### config.mk
export PLATFORM = sky130hd
export DESIGN_NAME = alu_arbiter
export DESIGN_NICKNAME = d
export VERILOG_FILES = /design/src/rtl/alu_arbiter.sv
export SDC_FILE = /design/constraint.sdc
export NUM_CORES = 1
export LEC_CHECK = 0
export CAP_MARGIN = 20
export CORE_AREA = 2 2 117 119
export DETAILED_ROUTE_END_ITERATION = 8
export DIE_AREA = 0 0 119 121
export PLACE_DENSITY = 0.82
export SLEW_MARGIN = 25
export SYNTH_ARGS = -nofsm -noshare
export SYNTH_HDL_FRONTEND = slang
export SYNTH_SLANG_ARGS = --single-unit
### constraint.sdc
create_clock -name clk -period 3.7 [get_ports clk]
set_input_delay 0.37 -clock clk [delete_from_list [all_inputs] [get_ports clk]]
set_output_delay 0.37 -clock clk [all_outputs]
set_load 0.005 [all_outputs]
### src/rtl/alu_arbiter.sv
// alu_arbiter: shares one 32-bit ALU between requester A (EX stage) and
// requester B (branch/address helper) with round-robin arbitration.
//
// One operation is in flight at a time: IDLE -> EXEC -> RESP -> IDLE.
// Operands are registered onto the ALU, held for ALU_LAT cycles, then the
// result and zero flag are captured and returned to the owning port.
//
// Ports
//   clk, reset                    clock, asynchronous active-high reset
//   a_valid / a_ready             A request handshake (a_ready combinational)
//   a_r1, a_r2, a_ctrl            A operands and ALU control code
//   a_beq, a_bne                  A branch-compare flags
//   a_resp_valid / a_resp_ready   A response handshake
//   b_*                           same set for requester B
//   resp_result, resp_zero        shared response payload for the owner
//   alu_r1, alu_r2, alu_ctrl      registered ALU operand/control inputs
//   alu_beq, alu_bne              registered ALU branch flags
//   alu_result, alu_zero          ALU outputs
module alu_arbiter #(
  parameter int unsigned ALU_LAT = 1
) (
  input  logic        clk,
  input  logic        reset,

  input  logic        a_valid,
  output logic        a_ready,
  input  logic [31:0] a_r1,
  input  logic [31:0] a_r2,
  input  logic [3:0]  a_ctrl,
  input  logic        a_beq,
  input  logic        a_bne,
  output logic        a_resp_valid,
  input  logic        a_resp_ready,

  input  logic        b_valid,
  output logic        b_ready,
  input  logic [31:0] b_r1,
  input  logic [31:0] b_r2,
  input  logic [3:0]  b_ctrl,
  input  logic        b_beq,
  input  logic        b_bne,
  output logic        b_resp_valid,
  input  logic        b_resp_ready,

  output logic [31:0] resp_result,
  output logic        resp_zero,

  output logic [31:0] alu_r1,
  output logic [31:0] alu_r2,
  output logic [3:0]  alu_ctrl,
  output logic        alu_beq,
  output logic        alu_bne,
  input  logic [31:0] alu_result,
  input  logic        alu_zero
);

  localparam int unsigned CNT_W = 4;

  typedef enum logic [1:0] {
    IDLE = 2'd0,
    EXEC = 2'd1,
    RESP = 2'd2
  } state_t;

  typedef enum logic {
    PORT_A = 1'b0,
    PORT_B = 1'b1
  } port_t;

  state_t             state;
  port_t              owner;
  port_t              last_grant;
  logic [CNT_W-1:0]   lat_cnt;

  logic               grant_a_c;
  logic               grant_b_c;
  logic               owner_resp_ready_c;

  // Round-robin pick: a lone requester wins; on a tie the port that was not
  // served last wins.
  always_comb begin
    grant_a_c = a_valid && (!b_valid || (last_grant == PORT_B));
    grant_b_c = b_valid && (!a_valid || (last_grant == PORT_A));
    owner_resp_ready_c = (owner == PORT_A) ? a_resp_ready : b_resp_ready;
  end

  // Readys are gated by reset so every output reads 0 while reset is held.
  assign a_ready = (state == IDLE) && !reset && grant_a_c;
  assign b_ready = (state == IDLE) && !reset && grant_b_c;

  // Arbitration FSM with registered ALU drive and response outputs.
  always_ff @(posedge clk or posedge reset) begin
    if (reset) begin
      state        <= IDLE;
      owner        <= PORT_A;
      last_grant   <= PORT_B;
      lat_cnt      <= '0;
      alu_r1       <= '0;
      alu_r2       <= '0;
      alu_ctrl     <= '0;
      alu_beq      <= 1'b0;
      alu_bne      <= 1'b0;
      resp_result  <= '0;
      resp_zero    <= 1'b0;
      a_resp_valid <= 1'b0;
      b_resp_valid <= 1'b0;
    end else begin
      case (state)
        IDLE: begin
          if (grant_a_c) begin
            alu_r1   <= a_r1;
            alu_r2   <= a_r2;
            alu_ctrl <= a_ctrl;
            alu_beq  <= a_beq;
            alu_bne  <= a_bne;
            owner    <= PORT_A;
            lat_cnt  <= CNT_W'(ALU_LAT - 1);
            state    <= EXEC;
          end else if (grant_b_c) begin
            alu_r1   <= b_r1;
            alu_r2   <= b_r2;
            alu_ctrl <= b_ctrl;
            alu_beq  <= b_beq;
            alu_bne  <= b_bne;
            owner    <= PORT_B;
            lat_cnt  <= CNT_W'(ALU_LAT - 1);
            state    <= EXEC;
          end
        end

        // Hold operands on the ALU until the latency count expires.
        EXEC: begin
          if (lat_cnt != '0) begin
            lat_cnt <= lat_cnt - CNT_W'(1);
          end else begin
            resp_result <= alu_result;
            resp_zero   <= alu_zero;
            if (owner == PORT_A) begin
              a_resp_valid <= 1'b1;
            end else begin
              b_resp_valid <= 1'b1;
            end
            state <= RESP;
          end
        end

        // Only the owner's resp_ready completes the response.
        RESP: begin
          if (owner_resp_ready_c) begin
            a_resp_valid <= 1'b0;
            b_resp_valid <= 1'b0;
            last_grant   <= owner;
            alu_beq      <= 1'b0;
            alu_bne      <= 1'b0;
            state        <= IDLE;
          end
        end

        default: begin
          state <= IDLE;
        end
      endcase
    end
  end

endmodule

# Word-level counts from Yosys, hierarchy flattened
# Cells that the tools add are included.
[word_totals] ff_bits=113 input_bits=179 output_inout_bits=107 word_cells=79
[classes] addsub=1 eq_ne=8 n_mux=31 bitwise=2 n_reduce_logical=24
[op_table] operator="32-bit two-way mux" count=4
[op_table] operator="4-bit two-way mux" count=5
[op_table] operator="1-bit two-way mux" count=12
[op_table] operator="2-bit != test (second input constant)" count=5
[op_table] operator="3-bit AND reduction" count=3
[op_table] operator="2-bit two-way mux" count=4
[op_table] operator="1-bit case mux with 2 select lines" count=4
[op_table] operator="4-bit case mux with 2 select lines" count=1
[op_table] operator="4-bit AND reduction" count=2
[op_table] operator="2-bit nonzero test" count=4
[op_table] operator="2-bit case mux with 3 select lines" count=1
[op_table] operator="2-bit AND reduction" count=3
[op_table] operator="1-bit logical AND" count=5
[op_table] operator="4-bit nonzero test" count=1
[op_table] operator="4-bit by 1-bit subtractor with 4-bit output (second input constant)" count=1
[op_table] operator="1-bit logical NOT" count=3
[op_table] operator="3-bit != test (second input constant)" count=1
[op_table] operator="2-bit by 1-bit == test with 1-bit output (second input constant)" count=1
[op_table] operator="2-bit == test (second input constant)" count=1
[op_table] operator="2-bit logical NOT" count=1
[op_table] operator="1-bit logical OR" count=2
[op_table] operator="1-bit inverter" count=2

# Longest topological paths before layout
[depth] word_depth=6 depth_mapped=7 depth_no_buf=6

# Least setup slack after synthesis
# OpenSTA, ideal clock, no wires.
[synth_path] path_kind="reg-to-reg" from="register lat_cnt[0]" to="register resp_result[0]" setup_time_ps=125 arrival_time_ps=1434 required_ps=3575 setup_slack_ps=2141 path_stages_with_launch=7 n_path_buf=1 synth_period_minus_slack_ps=1559 path_cell_list="dfrtp_1 inv_1 ha_1 nor3b_2 nand2_2 buf_2 mux2_2"
[synth_via] elab_chain_len=3
[synth_rtl] element="start: declaration" line="73" rtl="logic [CNT_W-1:0] lat_cnt;"
[synth_rtl] element="start signal: assignment" line="117" rtl="lat_cnt <= CNT_W'(ALU_LAT - 1);"
[synth_rtl] element="start signal: assignment" line="126" rtl="lat_cnt <= CNT_W'(ALU_LAT - 1);"
[synth_rtl] element="start signal: assignment" line="134" rtl="lat_cnt <= lat_cnt - CNT_W'(1);"
[synth_rtl] element="4-bit nonzero test" line="133" rtl="if (lat_cnt != '0) begin"
[synth_rtl] element="1-bit inverter (no line)"
[synth_rtl] element="2-bit AND reduction (no line)"
[synth_rtl] element="end signal: assignment" line="136" rtl="resp_result <= alu_result;"
[synth_rtl] element="end: declaration" line="45" rtl="output logic [31:0] resp_result,"
# No other way between the ends.
# A chain may end at the register's enable or synchronous reset.

# Worst setup path after layout
[layout_path] from="register state[0]" to="output port b_ready"
[layout_via] elab_chain_len=3
[layout_rtl] element="start: declaration" line="70" rtl="state_t state;"
[layout_rtl] element="start signal: assignment" line="94" rtl="state <= IDLE;"
[layout_rtl] element="start signal: assignment" line="118" rtl="state <= EXEC;"
[layout_rtl] element="start signal: assignment" line="127" rtl="state <= EXEC;"
[layout_rtl] element="2-bit logical NOT" line="89" rtl="assign b_ready = (state == IDLE) && !reset && grant_b_c;"
[layout_rtl] element="1-bit logical AND (2 in a row)" line="89"
[layout_rtl] element="end: declaration" line="36" rtl="output logic b_ready,"
# No other way between the ends.

==> metrics.csv <==
metric,value,unit
register-to-register setup slack,1.58,ns
Routed Antenna Nets,0,
cell taking the most area after synthesis,dfrtp_1,
Leak,3.923,nW
routed wl met3,1012,um
Final nets,889,
initial core utilization,38.54,%
met2 WL post-DR,7442,um
Area after DPL,7990,um^2
storage element area,2829,um^2
endpoints failing setup,0,
Peak Freq,400.1,MHz
maximum clock path buffer count,2,
Buffers on Ports,285,
outcome,"finished, final reports clean",
reg-to-reg endpoint,resp_result[25],
VDD IR max,0.4767,mV
Die W,119,um
most frequent cells in the layout,"clkdlybuf4s50_1, dfrtp_1, nand2_1, mux2i_1, o21ai_1",
cts repair resizes,0,
CP Data Required Time,3.33,ns
GRT overflow,0,
Die Y,121,um
Critical R2R Launch,lat_cnt[0],
CTS tree,built,
global-route wire length before repair,22880,um
Worst-Skew Late Latency,0.41,ns
worst slew pin tran,0.8358,ns
cells after synthesis,428,
slew margin rel.,44.08,%
hold_ws,0.4771,ns
full die area,14400,um^2
CP Capture Point,b_ready,
Mapped Area,5044,um^2
synthesized net count,609,
Crit Path Class,flop to primary output,
H-tree depth,4,
DR top layer,met4,
post-layout min period,2.500,ns
setup TNS,0,ns
"Reg clk slew, reported paths",0.05,ns
Routed WL per cell,15.93,um
DP HPWL,10730,um
vias in the first global route,4640,
Final Max Slew Viols,0,
crit start category,flop,
"most common cell after layout, fill and taps aside",clkdlybuf4s50_1,
Vias,4260,
number of synthesized register bits,113,
standard-cell row count,42,
Synth top area share,55.57,%
average vias per placed instance,4.749,
Worst Setup End Kind,primary output,
CTS Buf Count,17,
crit path DAT,2.13,ns
"Distinct cells, synth",36,
Hold/Removal Path Class,flop to flop,
top post-synthesis cells by area,"dfrtp_1, mux2i_1, mux2_2",
syn_area_per_cell,11.78,um^2
Fin Clk Skew,0.007694,ns
design area,8668,um^2
gpl congestion,0.7704,
Final Hold Viols,0,
initial antenna violation count,0,
gr usage total,20.32,%
layout cells sized above 1,12.07,%
Core Region,13090,um^2
Layout fillers,957,
max cap viols,0,
CTS Hold Buffers Added,0,
YS warnings,0,
DRC,0,
R2R depth,5,
# IOs,286,
Area growth syn-to-layout,71.87,%
unrepaired setup endpoints after global routing,false,
largest net degree at the start of global routing,114,
worst-path fanout max,5,
final WL,14290,um
# diodes,0,
sequential-to-total area share from yosys stat,56.09,%
area of the multi-input gates,2003,um^2
Power Density,799.3,nW/um^2
Initial DRT Pass Iterations,4,
Sink Count,113,
clock root cell,clkbuf_16,
post-CTS setup buffers,0,
drt initial violations,175,
Metal-1 WL,5548,um
CP startpoint,state[0],
period utilisation layout,67.55,%
cells in the mapped netlist, drive strengths merged:
library cell and count:
mux2 34, nor2b 1, dfrtp 112, a2bb2oi 1
mux2i 70, or2 2, buf 21, nor3 2
ha 2, inv 6, dfstp 1, a2111oi 1
a21o 1, nor3b 2, nor2 2, or2b 1
clkbuf 6, nand2b 1, a21oi 3, o2bb2ai 1
and2b 1, o21ai 77, nand2 73, nand3 4
or3b 1, o22ai 1, a31oi 1
area by class of cell:
| cell class | count | area share, % |
|---|---|---|
| Clock inverter | 10 | 2.353 |
| Sequential cell | 113 | 32.64 |
| Clock buffer | 22 | 5.471 |
| Multi-Input combinational cell | 282 | 23.11 |
| Tap cell | 176 | 2.540 |
| Timing Repair Buffer | 288 | 33.60 |
| Inverter | 6 | 0.2887 |
critical path: stages (launching register included):
cell and delay (ns):
dfrtp_1 0.40, or2_4 0.29, a2111oi_0 0.45, clkdlybuf4s50_1 0.59
report_power, final:
part / switching [W] / internal [W]
sequential: 0.000332 / 0.00186
clock: 0.000550 / 0.00131
combinational: 0.00114 / 0.00173
total: 0.00202 / 0.00491
sequential cells by signal, summed over array words and instances (netlist names), 2 cells and up:
signal	cells
lat_cnt	4
alu_r1	32
resp_result	32
alu_ctrl	4
alu_r2	32
state	2
how the worst min path moves through the flow:
stage	start	end	slack, ns	cells after the start
3_3_place_gp	alu_r1[22]	alu_r1[22]	0.46	2
4_1_cts	alu_r1[22]	alu_r1[22]	0.48	2
3_5_place_dp	alu_r1[22]	alu_r1[22]	0.47	2
5_1_grt	alu_r1[30]	alu_r1[30]	0.50	2
2_1_floorplan	alu_ctrl[0]	alu_ctrl[0]	0.47	2
6_report	alu_r1[22]	alu_r1[22]	0.48	2
per-stage QoR:
step	setup WS [ns]	total power (W)	std cells	util, %
floorplan	0.3443	0.003526	428	-
global placement	1.437	0.004988	865	61.06
detailed placement	1.341	0.005118	865	61.06
CTS	1.203	0.007013	897	66.25
global route	1.171	0.007355	897	66.25
finish	1.200	0.006929	897	66.25
cell families after synthesis:
family,share of synthesized area (%)
AO/OA/AOI/OAI,9.725
adder cells (fa/ha/maj),0.4961
buffers and inverters,4.465
flip-flops,56.09
multiplexers,21.48
AND/OR/NAND/NOR,7.741
metal layers:
metal	vias to the layer above	GRT usage (%)
met2	174	36.28
met5	-	0
met4	0	8.333
li1	2048	-
met3	22	6.156
met1	2016	22.55
Power figures use the tool's default switching activity.
